==> src/rtl/bf_pkg.sv <==
// Shared types and helpers for the weight fetch sequencer.
// Bitwidth codes, FSM states and phases-per-word lookup.
package bf_pkg;

  localparam logic [1:0] BW_8 = 2'b00;
  localparam logic [1:0] BW_4 = 2'b01;
  localparam logic [1:0] BW_2 = 2'b10;

  typedef enum logic [2:0] {
    FSM_IDLE,
    FSM_REQ,
    FSM_WAIT,
    FSM_STREAM,
    FSM_DONE
  } fsm_e;

  // 2'b11 is treated as 2-bit as well
  function automatic logic [2:0] phases_per_bw(input logic [1:0] bw);
    logic [2:0] n;
    case (bw)
      BW_8:    n = 3'd1;
      BW_4:    n = 3'd2;
      default: n = 3'd4;
    endcase
    return n;
  endfunction

endpackage

==> src/rtl/weight_phase_cnt.sv <==
// Phase-within-word and remaining-word counter.
// Flags the last phase of a word and the final word of a block.
module weight_phase_cnt
  import bf_pkg::*;
#(
  parameter int ADDR_W = 10
) (
  input  logic              clk,
  input  logic              rst_n,
  input  logic              load_i,
  input  logic [1:0]        bw_i,
  input  logic [ADDR_W-1:0] count_i,
  input  logic              step_i,
  output logic [1:0]        phase_o,
  output logic              last_phase_o,
  output logic              last_word_o
);

  logic [1:0]        bw_q, bw_d;
  logic [1:0]        phase_q, phase_d;
  logic [ADDR_W-1:0] rem_q, rem_d;
  logic [2:0]        nph;
  logic [1:0]        last_idx;

  assign nph          = phases_per_bw(bw_q);
  assign last_idx     = 2'(nph - 3'd1);
  assign last_phase_o = (phase_q == last_idx);
  assign last_word_o  = (rem_q == '0);
  assign phase_o      = phase_q;

  always_comb begin
    bw_d    = bw_q;
    phase_d = phase_q;
    rem_d   = rem_q;
    if (load_i) begin
      bw_d    = bw_i;
      phase_d = 2'd0;
      rem_d   = count_i - ADDR_W'(1);
    end else if (step_i) begin
      if (last_phase_o) begin
        phase_d = 2'd0;
        if (!last_word_o) begin
          rem_d = rem_q - ADDR_W'(1);
        end
      end else begin
        phase_d = phase_q + 2'd1;
      end
    end
  end

  always_ff @(posedge clk or negedge rst_n) begin
    if (!rst_n) begin
      bw_q    <= BW_8;
      phase_q <= 2'd0;
      rem_q   <= '0;
    end else begin
      bw_q    <= bw_d;
      phase_q <= phase_d;
      rem_q   <= rem_d;
    end
  end

endmodule

==> src/rtl/weight_fetch_seq.sv <==
// Weight-buffer fetch sequencer: reads a block of words and
// presents each word for 1/2/4 phases to the downstream MUX.
module weight_fetch_seq
  import bf_pkg::*;
#(
  parameter int ADDR_W = 10,
  parameter int DATA_W = 32
) (
  input  logic              clk,
  input  logic              reset,
  input  logic              start,
  input  logic [ADDR_W-1:0] base_addr,
  input  logic [ADDR_W-1:0] word_count,
  input  logic [1:0]        input_bitwidth,
  output logic              mem_en,
  output logic [ADDR_W-1:0] mem_addr,
  input  logic [DATA_W-1:0] mem_rdata,
  output logic [DATA_W-1:0] buffer,
  output logic [1:0]        state,
  output logic              out_valid,
  input  logic              out_ready,
  output logic              busy,
  output logic              done
);

  fsm_e              fsm_q, fsm_d;
  logic [ADDR_W-1:0] addr_q, addr_d;
  logic              en_q, en_d;
  logic [DATA_W-1:0] buf_q, buf_d;
  logic              vld_q, vld_d;
  logic              busy_q, busy_d;
  logic              done_q, done_d;
  logic              load, step, xfer;
  logic              last_phase, last_word;

  weight_phase_cnt #(
    .ADDR_W (ADDR_W)
  ) u_cnt (
    .clk          (clk),
    .rst_n        (reset),
    .load_i       (load),
    .bw_i         (input_bitwidth),
    .count_i      (word_count),
    .step_i       (step),
    .phase_o      (state),
    .last_phase_o (last_phase),
    .last_word_o  (last_word)
  );

  assign xfer = vld_q & out_ready;

  always_comb begin
    fsm_d  = fsm_q;
    addr_d = addr_q;
    en_d   = 1'b0;
    buf_d  = buf_q;
    vld_d  = vld_q;
    done_d = 1'b0;
    load   = 1'b0;
    step   = 1'b0;
    unique case (fsm_q)
      FSM_IDLE: begin
        if (start) begin
          if (word_count != '0) begin
            load   = 1'b1;
            addr_d = base_addr;
            en_d   = 1'b1;
            fsm_d  = FSM_REQ;
          end else begin
            fsm_d  = FSM_DONE;
          end
        end
      end
      FSM_REQ: begin
        fsm_d = FSM_WAIT;
      end
      FSM_WAIT: begin
        buf_d = mem_rdata;
        vld_d = 1'b1;
        fsm_d = FSM_STREAM;
      end
      FSM_STREAM: begin
        if (xfer) begin
          step = 1'b1;
          if (last_phase) begin
            vld_d = 1'b0;
            if (last_word) begin
              fsm_d = FSM_DONE;
            end else begin
              addr_d = addr_q + ADDR_W'(1);
              en_d   = 1'b1;
              fsm_d  = FSM_REQ;
            end
          end
        end
      end
      FSM_DONE: begin
        done_d = 1'b1;
        fsm_d  = FSM_IDLE;
      end
      default: begin
        fsm_d = FSM_IDLE;
        vld_d = 1'b0;
      end
    endcase
    busy_d = (fsm_d != FSM_IDLE);
  end

  always_ff @(posedge clk or negedge reset) begin
    if (!reset) begin
      fsm_q  <= FSM_IDLE;
      addr_q <= '0;
      en_q   <= 1'b0;
      buf_q  <= '0;
      vld_q  <= 1'b0;
      busy_q <= 1'b0;
      done_q <= 1'b0;
    end else begin
      fsm_q  <= fsm_d;
      addr_q <= addr_d;
      en_q   <= en_d;
      buf_q  <= buf_d;
      vld_q  <= vld_d;
      busy_q <= busy_d;
      done_q <= done_d;
    end
  end

  assign mem_en    = en_q;
  assign mem_addr  = addr_q;
  assign buffer    = buf_q;
  assign out_valid = vld_q;
  assign busy      = busy_q;
  assign done      = done_q;

endmodule

==> config.mk <==
export PLATFORM = sky130hd
export DESIGN_NAME = weight_fetch_seq
export DESIGN_NICKNAME = d
export VERILOG_FILES = /design/src/rtl/bf_pkg.sv /design/src/rtl/weight_phase_cnt.sv /design/src/rtl/weight_fetch_seq.sv
export SDC_FILE = /design/constraint.sdc
export NUM_CORES = 1
export LEC_CHECK = 0
export BUFFER_PORTS_ARGS = -buffer_cell sky130_fd_sc_hd__buf_2
export CAP_MARGIN = 20
export CORE_ASPECT_RATIO = 1.1
export CORE_MARGIN = 2
export CORE_UTILIZATION = 45
export CTS_CLUSTER_DIAMETER = 50
export DETAILED_ROUTE_END_ITERATION = 10
export PLACE_DENSITY = 0.82
export RECOVER_POWER = 100
export SLEW_MARGIN = 20
export SYNTH_ARGS = -nofsm -noshare
export SYNTH_HDL_FRONTEND = slang
export SYNTH_SLANG_ARGS = --single-unit
==> constraint.sdc <==
create_clock -name clk -period 2.5 [get_ports clk]
set_input_delay 0.375 -clock clk [delete_from_list [all_inputs] [get_ports clk]]
set_output_delay 0.375 -clock clk [all_outputs]
set_load 0.05 [all_outputs]
* Word level (Yosys, flattened, before mapping)
Cells that the tools add are included.
** Operators by class
- Reductions and logical operators :: 12
- $add $sub $neg :: 5
- Div/mod/pow operators :: 0
- Multiplexer cells :: 33
- Shift operators :: 0
- Bitwise gates (word level) :: 2
- $lt $le $gt $ge :: 0
- Eq/ne operators :: 12
- $mul :: 0
** Operator list (count)
- $mux W10 :: 9
- $pmux W10 S2 :: 1
- $sub A10 B1 Y10 const B :: 2
- $mux W3 :: 5
- $ne A2 B2 Y1 const B :: 6
- $pmux W3 S4 :: 1
- $mux W1 :: 11
- $add A10 B1 Y10 const B :: 1
- $logic_not A10 Y1 :: 1
- $reduce_bool A10 Y1 :: 1
- $eq A3 B2 Y1 const B :: 2
- $mux W2 :: 3
- $reduce_and A3 Y1 :: 2
- $reduce_and A6 Y1 :: 1
- $reduce_bool A2 Y1 :: 3
- $pmux W2 S2 :: 1
- $eq A3 B1 Y1 const B :: 1
- $eq A3 B3 Y1 const B :: 1
- $logic_not A3 Y1 :: 1
- $pmux W1 S3 :: 1
- $reduce_bool A3 Y1 :: 1
- $reduce_or A3 Y1 :: 1
- $add A2 B1 Y2 const B :: 1
- $eq A2 B1 Y1 const B :: 1
- other kinds (6) :: 6
** Storage, ports and cells
- Latch bits :: 0
- Bits of input ports :: 58
- Flip-flop bits (word level) :: 63
- ROM bits :: 0
- Word-level logic and storage cells :: 74
- Output and inout bits :: 48
- Memories :: 0
- Memory bits (writable) :: 0

* Longest topological paths before layout
Gate-level depths: netlist of the first run.
- Depth in word-level cells :: 8
- Mapped depth :: 10

* Cells and area by module
From an unflattened synthesis of the first run, not the netlist that was laid out.
** Second synthesis, totals
- Cells, all modules :: 283
- Area total of the unflattened synthesis :: 3250.6 µm²
** By module, submodules not included
- weight_fetch_seq :: cells each 179, instances 1, seq. area each 1226.2 µm², area an instance 2198.4 µm²
- weight_phase_cnt :: cells each 104, instances 1, seq. area each 350.3 µm², area an instance 1052.3 µm²

* Worst setup path after synthesis of the first run
Ideal clock, no wire load.
- Kind :: input -> register
- From :: input word_count[1]
- To :: register u_cnt.rem_q[8]
- Library setup time :: 149 ps
- Stages on the path :: 9
- Arrival :: 2962 ps
- Path slack :: -611 ps
- Path through :: or4_1 > o41ai_2 > clkbuf_1 > mux2i_1 > ha_1 > o211a_2 > o211ai_1 > xor2_1 > mux2i_1
** Between the ends
- Cells in the longest elaborated chain, start to end :: 6
- Elaborated cells between the ends (all ways) :: 10
** Ends and longest elaborated chain
- start: declaration :: line weight_fetch_seq.sv:13 : input logic [ADDR_W-1:0] word_count,
- $reduce_bool A10 Y1 :: line weight_fetch_seq.sv:64 : if (word_count != '0) begin
- $mux W1 :: line weight_fetch_seq.sv:64
- $mux W1 :: line weight_fetch_seq.sv:63 : if (start) begin
- $mux W1 :: line weight_fetch_seq.sv:61 : unique case (fsm_q)
- $ne A2 B2 Y1 (no line) / $reduce_bool A2 Y1 (equally long branches)
- $reduce_and A3 Y1 (no line)
- end signal: assignment :: line weight_phase_cnt.sv:59 : rem_q <= rem_d;
- end: declaration :: line weight_phase_cnt.sv:21 : logic [ADDR_W-1:0] rem_q, rem_d;
Several ways; a longest one is shown, not always the timed one.
A chain may end at the register's enable or synchronous reset.

* Worst setup path in the final report of the first run
- From :: register fsm_q[1]
- To :: register u_cnt.rem_q[7]
** Between the ends
- Cells in the longest elaborated chain, start to end :: 4
- Elaborated cells between the ends (all ways) :: 9
** Ends and longest elaborated chain
- start: declaration :: line weight_fetch_seq.sv:26 : fsm_e fsm_q, fsm_d;
- start signal: assignment :: line weight_fetch_seq.sv:119 : fsm_q <= fsm_d;
- $logic_not A3 Y1 / $eq A3 B2 Y1 (equally long branches) :: line weight_fetch_seq.sv:61
- $mux W1 :: line weight_fetch_seq.sv:61
- $ne A2 B2 Y1 (no line) / $reduce_bool A2 Y1 (equally long branches)
- $reduce_and A3 Y1 (no line)
Several ways; a longest one is shown, not always the timed one.

==> impl_metrics.toml, run 1 <==
[sta]
min_period_ps = 2390
fin_worst_skew_ps = 7.82
rsz0062_at_grt = "false"
fin_ws_ps = 110
holdWs_ps = 236
worst_pin_slew_ps = 1420
fmax_mhz = 418
hold_viol = 0
slew_viol_final = 0
max_slew_margin = 0.0507
finalCritPeriodShare = 0.956
setup_viol = 0

[critical_path]
worstPathRequired_ps = 2730
path_max_fanout = 4
arrival_ps = 2620
rr_startpoint = "fsm_q[1]"
end_kind = "flop"
cp-startpoint = "fsm_q[1]"
crit_chain = "or4b_4 -> a2111oi_4 -> a211oi_2 -> or4_1 -> or3b_1 -> o211a_1"
start_kind = "flop"
crit_buf_inv = 0
max_stage_delay_ps = 560
crit_family = "simple AND/OR/NAND/NOR gates"
cp_slowest_cell = "or4b_4"
path_class = "flop to flop"

[global_route]
grt.total_usage = 0.211
grt_pass1_vias = 2798
grt_pass1_wl_um = 12900
antenna_found_initial = 0
grt_max_degree = 59
grt-ovfl-total = 0

[floorplanning]
die_w_um = 83.2
core_um2 = 6630
rows = 31
io_pins = 106
die_h_um = 91.1
die_area_um2 = 7580
start_util = 0.468

[pwr]
leakage_nw = 1.78
vdd_drop_max_mv = 0.923
powerDensity_nw_per_um2 = 1500

[cells_and_area]
antenna_cells = 0
fin_nets = 482
register_area_um2 = 1580
drive_gt1_frac = 0.326
fill_cells = 582
area_growth_pct = 31.3
multi_input_area_um2 = 1490

[detailed_routing]
viasPerCell = 5.37
drtAntennaViolNets = 0
vias = 2732
wl_um = 7660
drtIter0Drc = 135
drc = 0
drt-pass1-iter-count = 4
wl_per_cell_um = 15.1

[synthesis]
synth_warnings = 0
synth-edff-count = 0
syn_avg_cell_area_um2 = 10.7
ys_types = 50
synth_nets = 351
yosysTopAreaCell = "dfrtp_1"
yosysTopAreaCellShare = 0.508
synth_area_leaders = "dfrtp_1 (51%), mux2_2 (12%), a21oi_1 (3.7%)"
synth_flop_cell = "dfrtp_1"
syn_inst = 291
async_flop_share = 1.00
synth.cell_area_um2 = 3100
yosysSeqAreaShare = 0.508
ys_seq_elements = 63

[clock_network]
cts_inserted_buffers = 9
ctsHtreeMaxLevel = 3
cts_tree = "done"
clock_path_buffers = 2
clock-sinks = 63
clock-root-buffer = "clkbuf_8"
insertion_delay_ps = 340
clkSlewWorstSetupHoldPaths_ps = 70

[placed_design]
post-place-ws_ps = -176
place.gp.congestion = 0.879
dp_hpwl_um = 5740
io_buffer_count = 105

[worst_hold_path]
holdCritStartpoint = "input_bitwidth[0]"
min_path_type = "primary input to flop"

[flow_run]
cap_violations = 0

[run_status]
status = "complete, no violations"
-- registers in the layout, indices dropped and copies added, names as in the netlist --
name,flops
out_valid,1
busy,1
u_cnt.phase_o,2
fsm_q,3
buffer,32
mem_en,1
done,1
mem_addr,10
u_cnt.bw_q,2
u_cnt.rem_q,10
-- placed cells by master (no fill, tap or decap), types with 3 or more instances in the layout --
cell type and n:
dfrtp_1 63, buf_2 56, clkbuf_1 51, mux2_2 32, nor2_1 25, a21oi_1 23, buf_4 21, nand2_1 20
nand3_1 15, o21ai_0 12, clkbuf_8 10, nor3_1 9, xor2_1 8, mux2i_1 7, inv_1 6, nor3b_1 4
and3_1 4, or3_1 3, nand4_1 3, o21ai_1 3, o211ai_1 3, o22ai_1 3, clkbuf_2 3
-- per-layer routing --
| layer | part of all wire | up-vias | GRT usage |
|---|---|---|---|
| met5 | 0 | - | 0 |
| li1 | - | 1319 | - |
| met1 | 0.40 | 1293 | 0.244 |
| met3 | 0.081 | 9 | 0.0782 |
| met2 | 0.50 | 111 | 0.358 |
| met4 | 0.015 | 0 | 0.0792 |
-- final timing paths --
check | end | slack (ps) | cells after the start
setup / recovery | u_cnt.rem_q[7] | 110 | 6
hold / removal | u_cnt.bw_q[0] | 240 | 3
max in group asynchronous | buffer[16] | 370 | 3
hold reg to reg | buffer[29] | 510 | 1
setup reg to reg | u_cnt.rem_q[7] | 110 | 6
min in group asynchronous | buffer[23] | 440 | 2
-- stage by stage --
stage	power, mW	area, µm²	util	TNS (ps)	std cells
after floorplan	4.39	3140	-	-373	291
after global placement	5.15	3910	0.590	-45.2	492
after detailed placement	5.27	3910	0.590	-383	492
after CTS	6.30	4150	0.626	0	509
after global routing	6.49	4080	0.614	0	509
final	6.12	4080	0.614	0	509
-- cells by family after synthesis --
group	synth area share
DFF	0.508
buffers and inverters	0.0258
AOI/OAI and AO/OA	0.126
xor gates and xnor gates	0.0282
muxes	0.139
adders and majority gates	0.00806
and+or+nand+nor	0.165
-- cell usage after synthesis, drive strengths merged (2+ instances only) --
cell type	instances
nor2	25
and3	4
mux2i	7
nand3	15
o31ai	2
mux2	32
dfrtp	63
o211a	2
o211ai	3
nand2	20
o21ai	15
a21oi	23
or4	4
inv	6
ha	2
or3	3
a211oi	2
buf	3
nand4	3
nor3	11
xnor2	2
clkbuf	9
xor2	8
nor3b	4
nor4b	2
o22ai	3
a31oi	2
-- tightest hold or removal path, stage by stage --
cell     delay [ps]
buf_2            80
nand2_1          40
nand2_1          50
-- final cells by class --
| class | instances | area share |
|---|---|---|
| Clock buffer | 10 | 0.0338 |
| Clock inverter | 6 | 0.0227 |
| Inverter | 6 | 0.00553 |
| Multi-Input combinational cell | 210 | 0.365 |
| Sequential cell | 63 | 0.387 |
| Tap cell | 82 | 0.0252 |
| Timing Repair Buffer | 132 | 0.161 |
-- report_power, final --
group | switching (mW) | total [mW] | internal (mW) | leakage, nW
Clock | 0.406 | 0.999 | 0.593 | 0.109
Sequential | 0.378 | 1.89 | 1.51 | 0.744
Combinational | 2.29 | 3.23 | 0.947 | 0.923
Total | 3.07 | 6.12 | 3.05 | 1.78
-- what timing repair did --
item | 4_1_cts | 5_1_grt
endpoints found under the hold margin | 5 | 0
gates resized for setup | 0 | 4
endpoints found under the setup margin | 0 | 5
hold buffers | 1 | 0
setup buffers | 0 | 0
Power figures use the tool's default switching activity.
==> run 2, diff against run 1 <==
--- a/config.mk
+++ b/config.mk
@@ -7,7 +7,6 @@
 export LEC_CHECK = 0
 export BUFFER_PORTS_ARGS = -buffer_cell sky130_fd_sc_hd__buf_2
 export CAP_MARGIN = 20
-export CORE_ASPECT_RATIO = 1.1
 export CORE_MARGIN = 2
 export CORE_UTILIZATION = 45
 export CTS_CLUSTER_DIAMETER = 50
==> run 2 against run 1 <==
Net effect: power is 0.75% lower; critical endpoint unchanged; final cell count up 1.2%; flip-flop and latch count is the same; via count up 1.2%.
==> impl_metrics.toml, run 2 (synthesis gave the netlist of run 1 again) <==
[floorplanning]
die_w_um = 87.1
io_pins = 106
die_h_um = 87.1
core_um2 = 6720
die_area_um2 = 7580
start_util = 0.462
rows = 30

[sta]
rsz0062_at_grt = "true"
max_slew_margin = 0.241
fmax_mhz = 405
hold_viol = 0
fin_worst_skew_ps = 8.89
slew_viol_final = 0
setup_viol = 0
min_period_ps = 2470
finalCritPeriodShare = 0.987
worst_pin_slew_ps = 1140

[critical_path]
end_kind = "flop"
crit_family = "simple AND/OR/NAND/NOR gates"
crit_buf_inv = 0
max_stage_delay_ps = 630
worstPathRequired_ps = 2740
arrival_ps = 2710
r2r_slack_ps = 30
path_class = "flop to flop"
start_kind = "flop"
crit_chain = "or4_1 -> nor3_1 -> a211oi_2 -> or4_4 -> or3b_1 -> o211a_1"
path_max_fanout = 3
cp_slowest_cell = "or4_1"

[placed_design]
place.gp.congestion = 0.941
place_area_um2 = 3950
dp_hpwl_um = 5580
numPlacedInstances = 497
io_buffer_count = 105

[cells_and_area]
largest_reg_flops = 32
mostFrequentLayoutCell = "dfrtp_1"
design_area_um2 = 4090
drive_gt1_frac = 0.333
fin_nets = 490
final_core_util = 0.609
area_growth_pct = 31.9
final_cell_mix = "dfrtp_1 (63), buf_2 (56), clkbuf_1 (53)"
stdcell_count = 515
antenna_cells = 0

[detailed_routing]
drc = 0
wl_um = 7460
drt-pass1-iter-count = 4
drtAntennaViolNets = 0
wl_per_cell_um = 14.5
drtIter0Drc = 133
vias = 2764
viasPerCell = 5.37

[global_route]
antenna_found_initial = 0
grt.total_usage = 0.199
grt-ovfl-total = 0
grt_max_degree = 33
grt_pass1_vias = 2561
grt_pass1_wl_um = 11800

[clock_network]
clock_path_buffers = 2
clkSlewWorstSetupHoldPaths_ps = 80
ctsHtreeMaxLevel = 3
cts_inserted_buffers = 9
insertion_delay_ps = 350
clock-root-buffer = "clkbuf_8"
clock-sinks = 63
cts_tree = "done"

[pwr]
leakage_nw = 1.78
vdd_drop_max_mv = 0.701
powerDensity_nw_per_um2 = 1480

[flow_run]
cap_violations = 0

[run_status]
status = "complete, no violations"

[worst_hold_path]
min_path_type = "primary input to flop"
run 2: cell types whose count changed in the layout (fill, tap and decap cells not counted):
cell / change
o21ai_1: +2
clkinvlp_4: +2
inv_2: +1
buf_4: +6
clkinv_4: -1
o21ai_0: -2
bufinv_16: -1
inv_1: -1
nor3_2: -2
nor3_1: +2
clkbuf_1: +2
ha_1: -1
ha_2: +1
run 2: final cells by class:
| cell class | instances | area (µm²) |
|---|---|---|
| clock buffer | 10 | 138 |
| clock inverter | 6 | 68.8 |
| fill | 575 | 2630 |
| inverter | 6 | 22.5 |
| multi-input combinational | 210 | 1480 |
| sequential | 63 | 1580 |
| tap | 80 | 100 |
| timing repair buffer | 140 | 707 |
run 2: per-stage QoR:
stage          setup TNS, ps  hold slack, ps  power, mW  setup slack, ps
6_report                   0             222       6.08             32.7
5_1_grt                -50.1             245       6.41            -25.3
4_1_cts                    0             212       6.22             37.4
3_5_place_dp            -262             358       5.28             -115
3_3_place_gp           -46.5             354       5.18            -32.9
2_1_floorplan           -373            79.4       4.39             -147
run 2: report_power, final:
part / internal, mW / leakage [nW] / switching, mW
Clock: 0.491 / 0.0912 / 0.438
Sequential: 1.51 / 0.744 / 0.365
Combinational: 0.976 / 0.944 / 2.29
run 2: repair_timing:
item | CTS | global route
pin swaps | 2 | 0
hold buffers | 1 | 0
gates cloned | 0 | 0
endpoints found under the setup margin | 1 | 8
endpoints found under the hold margin | 20 | 0
gates resized for setup | 0 | 2
setup buffers | 1 | 0
run 2: path summary, 6_finish.rpt:
check                      depth (start not counted)               from              to
setup reg to reg                                   6     u_cnt.rem_q[1]  u_cnt.rem_q[7]
setup / recovery                                   6     u_cnt.rem_q[1]  u_cnt.rem_q[7]
max in group asynchronous                          3              reset     mem_addr[9]
hold reg to reg                                    1         buffer[20]      buffer[20]
hold / removal                                     3  input_bitwidth[0]   u_cnt.bw_q[0]
min in group asynchronous                          2              reset      buffer[25]
run 2: worst reg2reg max path, delay by kind of cell, from the launching register on:
family | cells | cell delay [ps]
AOI/OAI and AO/OA | 2 | 240
DFF | 1 | 380
and+or+nand+nor | 4 | 1750
run 2: routing by layer:
layer | routed length, µm | global-route usage
met1 | 3240 | 0.252
met2 | 3740 | 0.334
met3 | 354 | 0.0370
met4 | 128 | 0.0838
met5 | 0 | 0
